$ cat src/rtl/ex_muldiv_sequencer_if.sv
// EX-stage <-> M-extension sequencer bundle: request/operands in, stall and result out.
interface ex_muldiv_sequencer_if #(parameter int XLEN = 32);
  logic            md_req;
  logic [2:0]      func3;
  logic [XLEN-1:0] rs1Data;
  logic [XLEN-1:0] rs2Data;
  logic            flush;
  logic            stall;
  logic            busy;
  logic            result_valid;
  logic [XLEN-1:0] result;

  modport master (
    output md_req, func3, rs1Data, rs2Data, flush,
    input  stall, busy, result_valid, result
  );

  modport slave (
    input  md_req, func3, rs1Data, rs2Data, flush,
    output stall, busy, result_valid, result
  );
endinterface

$ cat src/rtl/ex_muldiv_sequencer.sv
// Multi-cycle RV32M sequencer: shift-add multiply / restoring divide, one bit per cycle.
// Fixed XLEN+1 cycle latency from accept to the single result_valid cycle; stalls the front end while busy.
module ex_muldiv_sequencer #(
  parameter int XLEN = 32
) (
  input  logic               clk,
  input  logic               reset,
  ex_muldiv_sequencer_if.slave md
);
  localparam int CW = $clog2(XLEN);

  typedef enum logic [1:0] {S_IDLE, S_BUSY, S_DONE} state_t;

  state_t            r_state, w_state_nxt;
  logic [CW-1:0]     r_cnt;
  logic [2:0]        r_op;
  logic [XLEN-1:0]   r_a;      // multiplicand or divisor magnitude
  logic [XLEN-1:0]   r_b;      // multiplier, or dividend shifting into quotient
  logic [2*XLEN-1:0] r_acc;
  logic [XLEN:0]     r_rem;
  logic [XLEN-1:0]   r_rs1_raw;
  logic              r_neg, r_dz, r_ovf;
  logic [XLEN-1:0]   r_result;

  logic              w_accept, w_finish;
  logic              w_a_signed, w_b_signed, w_sa, w_sb, w_neg;
  logic [XLEN-1:0]   w_a_mag, w_b_mag;
  logic              w_dz, w_ovf;
  logic [XLEN:0]     w_madd;
  logic [2*XLEN-1:0] w_acc_nxt, w_prod_s;
  logic [XLEN:0]     w_shift, w_rem_nxt;
  logic [XLEN+1:0]   w_diff;
  logic              w_ge;
  logic [XLEN-1:0]   w_quo_nxt, w_b_nxt, w_q_s, w_r_s, w_res;

  localparam logic [XLEN-1:0] MIN_NEG = {1'b1, {(XLEN-1){1'b0}}};

  assign w_accept = (r_state == S_IDLE) && md.md_req && !md.flush;
  assign w_finish = (r_state == S_BUSY) && !md.flush && (r_cnt == '0);

  // Operand signedness: MUL/MULH/DIV/REM both signed, MULHSU rs1 only, *U none.
  always_comb begin
    w_a_signed = 1'b0;
    w_b_signed = 1'b0;
    if (md.func3[2]) begin
      w_a_signed = !md.func3[0];
      w_b_signed = !md.func3[0];
    end else begin
      w_a_signed = (md.func3[1:0] != 2'b11);
      w_b_signed = !md.func3[1];
    end
  end

  assign w_sa    = w_a_signed & md.rs1Data[XLEN-1];
  assign w_sb    = w_b_signed & md.rs2Data[XLEN-1];
  assign w_a_mag = w_sa ? -md.rs1Data : md.rs1Data;
  assign w_b_mag = w_sb ? -md.rs2Data : md.rs2Data;
  assign w_neg   = (md.func3[2] & md.func3[1]) ? w_sa : (w_sa ^ w_sb);
  assign w_dz    = md.func3[2] && (md.rs2Data == '0);
  assign w_ovf   = md.func3[2] && !md.func3[0] && (md.rs1Data == MIN_NEG) && (&md.rs2Data);

  assign w_madd    = {1'b0, r_acc[2*XLEN-1:XLEN]} + (r_b[0] ? {1'b0, r_a} : '0);
  assign w_acc_nxt = {w_madd, r_acc[XLEN-1:1]};

  assign w_shift   = {r_rem[XLEN-1:0], r_b[XLEN-1]};
  assign w_diff    = {1'b0, w_shift} - {2'b00, r_a};
  assign w_ge      = !w_diff[XLEN+1];
  assign w_rem_nxt = w_ge ? w_diff[XLEN:0] : w_shift;
  assign w_quo_nxt = {r_b[XLEN-2:0], w_ge};
  assign w_b_nxt   = r_op[2] ? w_quo_nxt : {1'b0, r_b[XLEN-1:1]};

  assign w_prod_s  = r_neg ? -w_acc_nxt : w_acc_nxt;
  assign w_q_s     = r_dz ? '1 : r_ovf ? MIN_NEG : (r_neg ? -w_quo_nxt : w_quo_nxt);
  assign w_r_s     = r_dz ? r_rs1_raw : r_ovf ? '0 :
                     (r_neg ? -w_rem_nxt[XLEN-1:0] : w_rem_nxt[XLEN-1:0]);

  always_comb begin
    w_res = '0;
    case (r_op)
      3'b000:         w_res = w_prod_s[XLEN-1:0];
      3'b001, 3'b010,
      3'b011:         w_res = w_prod_s[2*XLEN-1:XLEN];
      3'b100, 3'b101: w_res = w_q_s;
      default:        w_res = w_r_s;
    endcase
  end

  always_comb begin
    w_state_nxt = r_state;
    case (r_state)
      S_IDLE:  if (w_accept) w_state_nxt = S_BUSY;
      S_BUSY:  if (md.flush) w_state_nxt = S_IDLE;
               else if (r_cnt == '0) w_state_nxt = S_DONE;
      S_DONE:  w_state_nxt = S_IDLE;
      default: w_state_nxt = S_IDLE;
    endcase
  end

  always_ff @(posedge clk or posedge reset) begin
    if (reset) begin
      r_state   <= S_IDLE;
      r_cnt     <= '0;
      r_op      <= '0;
      r_a       <= '0;
      r_b       <= '0;
      r_acc     <= '0;
      r_rem     <= '0;
      r_rs1_raw <= '0;
      r_neg     <= 1'b0;
      r_dz      <= 1'b0;
      r_ovf     <= 1'b0;
      r_result  <= '0;
    end else begin
      r_state <= w_state_nxt;
      if (w_accept) begin
        r_op      <= md.func3;
        r_a       <= md.func3[2] ? w_b_mag : w_a_mag;
        r_b       <= md.func3[2] ? w_a_mag : w_b_mag;
        r_acc     <= '0;
        r_rem     <= '0;
        r_rs1_raw <= md.rs1Data;
        r_neg     <= w_neg;
        r_dz      <= w_dz;
        r_ovf     <= w_ovf;
        r_cnt     <= CW'(XLEN-1);
      end else if (r_state == S_BUSY && !md.flush) begin
        r_cnt <= r_cnt - 1'b1;
        r_b   <= w_b_nxt;
        if (r_op[2]) r_rem <= w_rem_nxt;
        else         r_acc <= w_acc_nxt;
      end
      if (w_finish) r_result <= w_res;
    end
  end

  // reset gates the combinational outputs so they drop without a clock edge
  assign md.stall        = !reset && !md.flush && (w_accept || (r_state == S_BUSY));
  assign md.busy         = (r_state != S_IDLE);
  assign md.result_valid = !reset && !md.flush && (r_state == S_DONE);
  assign md.result       = r_result;
endmodule

$ cat src/flat_wrapper.sv
// flat-port wrapper written by rule: the top's interface ports become plain ports
module ex_muldiv_sequencer_flat 
#(
  parameter int XLEN = 32
)
  (clk, reset, md_md_req, md_func3, md_rs1Data, md_rs2Data, md_flush, md_stall, md_busy, md_result_valid, md_result);
  ex_muldiv_sequencer_if #(.XLEN(XLEN)) md_i ();
  input  logic clk;
  input  logic reset;
  input wire logic [$bits(md_i.md_req)-1:0] md_md_req;
  input wire logic [$bits(md_i.func3)-1:0] md_func3;
  input wire logic [$bits(md_i.rs1Data)-1:0] md_rs1Data;
  input wire logic [$bits(md_i.rs2Data)-1:0] md_rs2Data;
  input wire logic [$bits(md_i.flush)-1:0] md_flush;
  output wire logic [$bits(md_i.stall)-1:0] md_stall;
  output wire logic [$bits(md_i.busy)-1:0] md_busy;
  output wire logic [$bits(md_i.result_valid)-1:0] md_result_valid;
  output wire logic [$bits(md_i.result)-1:0] md_result;
  assign md_i.md_req = md_md_req;
  assign md_i.func3 = md_func3;
  assign md_i.rs1Data = md_rs1Data;
  assign md_i.rs2Data = md_rs2Data;
  assign md_i.flush = md_flush;
  assign md_stall = md_i.stall;
  assign md_busy = md_i.busy;
  assign md_result_valid = md_i.result_valid;
  assign md_result = md_i.result;
  ex_muldiv_sequencer #(.XLEN(XLEN)) u_core (.clk(clk), .reset(reset), .md(md_i));
endmodule
$ cat config.mk
export PLATFORM = sky130hd
export DESIGN_NAME = ex_muldiv_sequencer_flat
export DESIGN_NICKNAME = d
export VERILOG_FILES = /design/src/rtl/ex_muldiv_sequencer_if.sv /design/src/rtl/ex_muldiv_sequencer.sv /design/src/flat_wrapper.sv
export SDC_FILE = /design/constraint.sdc
export NUM_CORES = 1
export LEC_CHECK = 0
export BUFFER_PORTS_ARGS = -buffer_cell sky130_fd_sc_hd__buf_2
export CORE_MARGIN = 2
export CORE_UTILIZATION = 57
export DETAILED_ROUTE_END_ITERATION = 8
export GPL_TIMING_DRIVEN = 0
export PLACE_DENSITY = 0.85
export SLEW_MARGIN = 20
export SYNTH_ARGS = -nofsm -noshare
export SYNTH_HDL_FRONTEND = slang
export SYNTH_SLANG_ARGS = --single-unit
$ cat constraint.sdc
create_clock -name clk -period 8.2 [get_ports clk]
set_input_delay 1.23 -clock clk [delete_from_list [all_inputs] [get_ports clk]]
set_output_delay 1.23 -clock clk [all_outputs]
set_load 0.05 [all_outputs]
# == After elaboration in Yosys (flattened, before gate mapping) ==
# Cells that the tools add are included.
# Widths: inputs -> output; s select.
# classes
addsub,8
eq_ne,12
muxes,32
n_bitwise,4
n_reduce_logical,30
# op_table
cell,n
$mux 32,18
$mux 64,4
$neg 32->32,4
$pmux 32 s3,1
$neg 64->64,1
$sub 33x32->34,1
$add 32x33->33,1
$eq 32x32->1 const B,1
$logic_not 32->1,1
$reduce_and 32->1,1
$logic_and 1x1->1,11
$mux 5,2
$eq 3x2->1 const B,2
$eq 3x3->1 const B,2
$mux 2,3
$reduce_and 2->1,3
$reduce_bool 2->1,3
$logic_not 1->1,5
$logic_not 5->1,1
$sub 5x1->5 const B,1
$ne 2x2->1 const B,2
$pmux 2 s2,1
$and 1x1->1,3
$eq 3x1->1 const B,1
other kinds (11),13
# word_totals
regBits,237
inputBits,71
elab_cells,98

# == Logic depth before layout (Yosys ltp) ==
# logic_depth
word_depth,7
mapped_depth,23

# == Worst setup path before layout ==
# OpenSTA, ideal clock, no wires.
# synth_timing
path_type,register -> register
from,register u_core.r_rem[19]
to,"register u_core.r_result[30], in the netlist u_core.md.result[30]"
setup_time_ns,0.087
t_arrival_ns,6.326
required_time_ns,8.113
setup_slack_ns,1.788
stages_incl_launch_ff,22
path_buffers,4
synth_period_minus_slack_ns,6.412
path_cell_list,dfrtp_1 -> ha_1 -> clkbuf_1 -> a21oi_1 -> o21ai_0 -> and2_1 -> o31ai_1 -> nand2_4 -> clkbuf_1 -> buf_1 -> buf_1 -> o21ai_0 -> ha_1 -> o21ai_0 -> or4_1 -> or4_4 -> or4b_4 -> a211oi_4 -> nand3_2 -> o41a_1 -> mux2_4 -> a211oi_2
# synth_via
elab_chain_len,7
elab_cells_between_ends,12
classes_between,add/sub: 3; mux: 8; reduce/logical: 1
# synth_lines
element,line_no,source
start: declaration,ex_muldiv_sequencer.sv:20,logic [XLEN:0] r_rem;
start signal: assignment,ex_muldiv_sequencer.sv:129,if (r_op[2]) r_rem <= w_rem_nxt;
$sub 33x32->34,ex_muldiv_sequencer.sv:66,"assign w_diff = {1'b0, w_shift} - {2'b00, r_a};"
$mux 32 or $logic_not 1->1 (tied branches),"ex_muldiv_sequencer.sv:68, ex_muldiv_sequencer.sv:67",
"$neg 32->32, on equally long branches","ex_muldiv_sequencer.sv:75, ex_muldiv_sequencer.sv:73",
"$mux 32, on equally long branches","ex_muldiv_sequencer.sv:75, ex_muldiv_sequencer.sv:73",
"$mux 32, on equally long branches (2 in a row)","ex_muldiv_sequencer.sv:74, ex_muldiv_sequencer.sv:73",
$pmux 32 s3 (*),ex_muldiv_sequencer.sv:79,case (r_op)
end signal: assignment,ex_muldiv_sequencer.sv:132,if (w_finish) r_result <= w_res;
end: declaration,ex_muldiv_sequencer.sv:23,logic [XLEN-1:0] r_result;
# Every way passes the cells marked *; elsewhere a longest branch is shown, timed or not.
# A chain may end at the register's enable or synchronous reset.

# == Worst setup path in the final report ==
# layout_timing
from,register u_core.r_a[7]
to,"register u_core.r_result[26], in the netlist u_core.md.result[26]"
# layout_via
elab_chain_len,7
elab_cells_between_ends,16
classes_between,add/sub: 5; mux: 10; reduce/logical: 1
# layout_lines
element,line_no,source
start: declaration,ex_muldiv_sequencer.sv:17,logic [XLEN-1:0] r_a;
start signal: assignment,ex_muldiv_sequencer.sv:117,r_a <= md.func3[2] ? w_b_mag : w_a_mag;
$sub 33x32->34,ex_muldiv_sequencer.sv:66,
$mux 32 or $logic_not 1->1 (tied branches),"ex_muldiv_sequencer.sv:68, ex_muldiv_sequencer.sv:67",
"$neg 32->32, on equally long branches","ex_muldiv_sequencer.sv:75, ex_muldiv_sequencer.sv:73",
"$mux 32, on equally long branches","ex_muldiv_sequencer.sv:75, ex_muldiv_sequencer.sv:73",
"$mux 32, on equally long branches (2 in a row)","ex_muldiv_sequencer.sv:74, ex_muldiv_sequencer.sv:73",
$pmux 32 s3 (*),ex_muldiv_sequencer.sv:79,
# Marks and branches as above.

==> metrics.csv <==
metric,value,unit
CP startpoint kind,flip-flop,
Worst-path clk slew,0.06,ns
vias in the first global route,20700,
Worst Clk Skew,0.0154,ns
routed wire length,84500,microns
"flops & latches, synth",236,
highest attainable clock frequency,122,MHz
largest family of logic cells by synthesized area,compound AO/OA/AOI/OAI gates,
die area,37000,sq um
antenna violations before repair,1,
Leakage,9.78,nW
end-of-flow core utilization,64.3,%
number of enable flip-flop cells after synthesis,0,
Root Driver,clkbuf_16,
first-pass GRT wire length,125000,microns
Critical-path top delay cell,clkbuf_1,
clk buf depth,3,
slew margin rel.,18.9,%
WP buf/inv,5,
Hold Path Class,reg -> reg,
measured slew at the worst slew-check pin,1.21,ns
setup bufs post-CTS,0,
Final Cycle Share,100,%
DP Wirelength,66300,microns
failing checks,negative setup slack,
layout cells sized above 1,7.03,%
Crit Path Category,reg -> reg,
die height,192,microns
Layout Nets,2957,
Routed Antenna Nets,0,
Initial Util,58.2,%
CTS tree,built,
Synth Flop Type,dfrtp_1,
Boundary Pins,106,
RePlAce Congestion,1.09,
area growth from synthesis to layout,10.5,%
peak supply drop,191,uV
Synth area leader,dfrtp_1,
Finish-stage setup viols,1,
vias per inst,6.90,
# H-tree levels,1,
Critical Path RT,8.63,ns
final max-slew violation count,0,
minimum period implied by the final worst setup slack,8.20,ns
DR vias,22700,
CTS buffer count,26,
Yosys warning total,0,
mux contribution to synthesized area,2.72,%
Synth Area in Compound Gates,25.7,%
Top Family by Delay on Critical Path,compound AO/OA/AOI/OAI gates,
critical path arrival,8.64,ns
Post-Synth Simple-Gate Area,23.4,%
unrepaired setup endpoints after global routing,no,
critical-path cell list,"inv_1, ha_1, buf_2, nand4_1, a2111oi_4, o311ai_4, nand2_4, clkbuf_1, buf_1, clkbuf_2, nand2_1, o21ai_0, ha_1, o21ai_0, or4_1, or4_4, or4b_4, a211oi_4, a41oi_1, xnor2_1, a221oi_1, o31ai_1",
Syn Area/Cell,7.56,sq um
Setup WS post-layout,-0.00343,ns
gr usage total,45.2,%
Synth async-reset ratio,100,%
max_cap viols,0,
overflow left after global routing,0,
Die X,192,microns
CP Capture Type,flip-flop,
Pwr per Cell Area,242,nW/um^2
PortBufs,105,
synth top area cells,"dfrtp_1 (29%), nand2_1 (8.0%), o21ai_0 (6.1%)",
CTS sink cnt,236,
DR iter-0 viols,3369,
Synth Area in Adders,4.66,%
crit path max fanout,10,
Synth Area in XOR/XNOR,9.40,%
Core Area,34700,sq um
Syn Nets,2819,
part of the Yosys area used for sequential elements,29.2,%
outcome,"complete, but fails checks",
Mapped Area,20200,sq um
Routed wire per std cell,25.7,microns
DRC violations left,0,
Post-Synthesis Cells,2674,
Final Hold Fails,0,
Clock Latency Late Sink,0.57,ns
Hold WS,0.473,ns
top-area cell type share of the netlist area,29.2,%
max incr delay on CP,0.64,ns
largest net degree at the start of global routing,111,
num rows,68,
Yosys cell types,88,
first-pass iteration count of the detailed router,8,
## placed cells by master, fill, tap and decap left out, drive strengths merged, types with 20 or more instances in the layout
master / netlist / layout
a31oi: 20 / 20
nand4: 25 / 25
xor2: 98 / 98
o31ai: 65 / 65
dfrtp: 236 / 236
buf: 26 / 135
nand2: 433 / 433
clkbuf: 155 / 189
and2: 23 / 23
or4: 20 / 20
nor4: 27 / 27
a211oi: 26 / 26
a21o: 28 / 28
xnor2: 119 / 119
a221oi: 29 / 29
o211ai: 69 / 69
nand3: 134 / 134
mux2i: 50 / 50
nor3: 60 / 60
o21ai: 250 / 250
ha: 72 / 72
inv: 76 / 76
a21oi: 199 / 199
nor2: 189 / 189
## Yosys cell counts, drive strengths merged (6+ instances only)
| cell | instances |
|---|---|
| inv | 76 |
| nor4b | 9 |
| and2 | 23 |
| o21ai | 250 |
| o221ai | 9 |
| dfrtp | 236 |
| a211oi | 26 |
| nor4 | 27 |
| buf | 26 |
| nand2b | 17 |
| or2 | 11 |
| nand3 | 134 |
| and3 | 18 |
| a21o | 28 |
| o22ai | 6 |
| nor2 | 189 |
| a222oi | 8 |
| nor2b | 11 |
| o311ai | 6 |
| o31ai | 65 |
| a31oi | 20 |
| a21oi | 199 |
| nor3 | 60 |
| mux2i | 50 |
| xor2 | 98 |
| o211ai | 69 |
| o211a | 6 |
| or3 | 17 |
| nand4b | 8 |
| nand3b | 7 |
| clkbuf | 155 |
| o41ai | 19 |
| a221oi | 29 |
| o21a | 13 |
| nand4 | 25 |
| nand2 | 433 |
| o31a | 12 |
| ha | 72 |
| xnor2 | 119 |
| or4 | 20 |
## kinds of logic after synthesis
family / Yosys count
DFF: 236
buffers and inverters: 259
xor gates and xnor gates: 217
and+or+nand+nor: 1022
muxes: 54
adders and majority gates: 74
AOI/OAI and AO/OA: 812
## sequential cells by signal, indices dropped and copies added (netlist names), 2 cells and up
name / flops
u_core.md.result: 32
u_core.r_rem: 32
u_core.r_state: 2
u_core.r_op: 3
u_core.r_a: 32
u_core.r_acc: 63
u_core.r_rs1_raw: 32
u_core.r_b: 32
u_core.r_cnt: 5
## routing by layer
layer	track usage (%)	wire length, microns	up-vias
met1	59.6	31900	10800
met5	0	0	-
li1	-	-	9977
met3	10.1	10900	325
met4	29.1	6640	0
met2	67.1	35100	1596
## power breakdown
group	switching, mW	internal [mW]
clock network	0.530	0.779
registers	0.181	1.34
logic	1.77	0.809
total	2.48	2.93
## worst register-to-register path: stages, from the launching register on
cell       delay (ns)
dfrtp_1          0.35
inv_1            0.20
ha_1             0.36
buf_2            0.18
nand4_1          0.27
a2111oi_4        0.62
o311ai_4         0.29
nand2_4          0.23
clkbuf_1         0.64
buf_1            0.63
clkbuf_2         0.50
nand2_1          0.09
o21ai_0          0.21
ha_1             0.35
o21ai_0          0.10
or4_1            0.49
or4_4            0.55
or4b_4           0.59
a211oi_4         0.40
a41oi_1          0.20
xnor2_1          0.22
a221oi_1         0.49
o31ai_1          0.11
## area by class of cell
type | count | area (sq um)
Multi-Input combinational cell | 2179 | 13300
Fill cell | 3082 | 12400
Timing Repair Buffer | 110 | 598
Tap cell | 455 | 569
Sequential cell | 236 | 5910
Clock buffer | 33 | 718
Clock inverter | 15 | 220
Buffer | 181 | 688
Inverter | 78 | 303
Antenna cell | 1 | 2.50
## final timing paths
check	slack [ns]	to	cells past startpoint	startpoint
min in group asynchronous	0.69	u_core.r_state[0]	2	reset
max reg2reg	-0.003	u_core.md.result[26]	22	u_core.r_a[7]
max in group asynchronous	6.23	u_core.r_rem[6]	4	reset
min	0.47	u_core.md.result[8]	1	u_core.md.result[8]
max	-0.003	u_core.md.result[26]	22	u_core.r_a[7]
min reg2reg	0.47	u_core.md.result[8]	1	u_core.md.result[8]
## through the flow
| step | TNS, ns | instances | total power, mW | area (sq um) | setup WS [ns] |
|---|---|---|---|---|---|
| 5_1_grt | 0 | 3287 | 5.59 | 22300 | 0.0516 |
| 3_3_place_gp | -465.52 | 3234 | 3.89 | 21300 | -1.99 |
| 3_5_place_dp | 0 | 3237 | 3.95 | 21400 | 0.146 |
| 2_1_floorplan | 0 | 2674 | 3.14 | 20200 | 0.495 |
| 6_report | -0.00343 | 3288 | 5.41 | 22300 | -0.00343 |
| 4_1_cts | 0 | 3285 | 5.27 | 22300 | 0.147 |
## timing repair
item | CTS | global route
resized for setup | 0 | 3
hold buffers | 0 | 0
hold endpoints to repair | 0 | 0
endpoints found under the setup margin | 0 | 4
No activity file was read; power rests on OpenSTA's default activity.
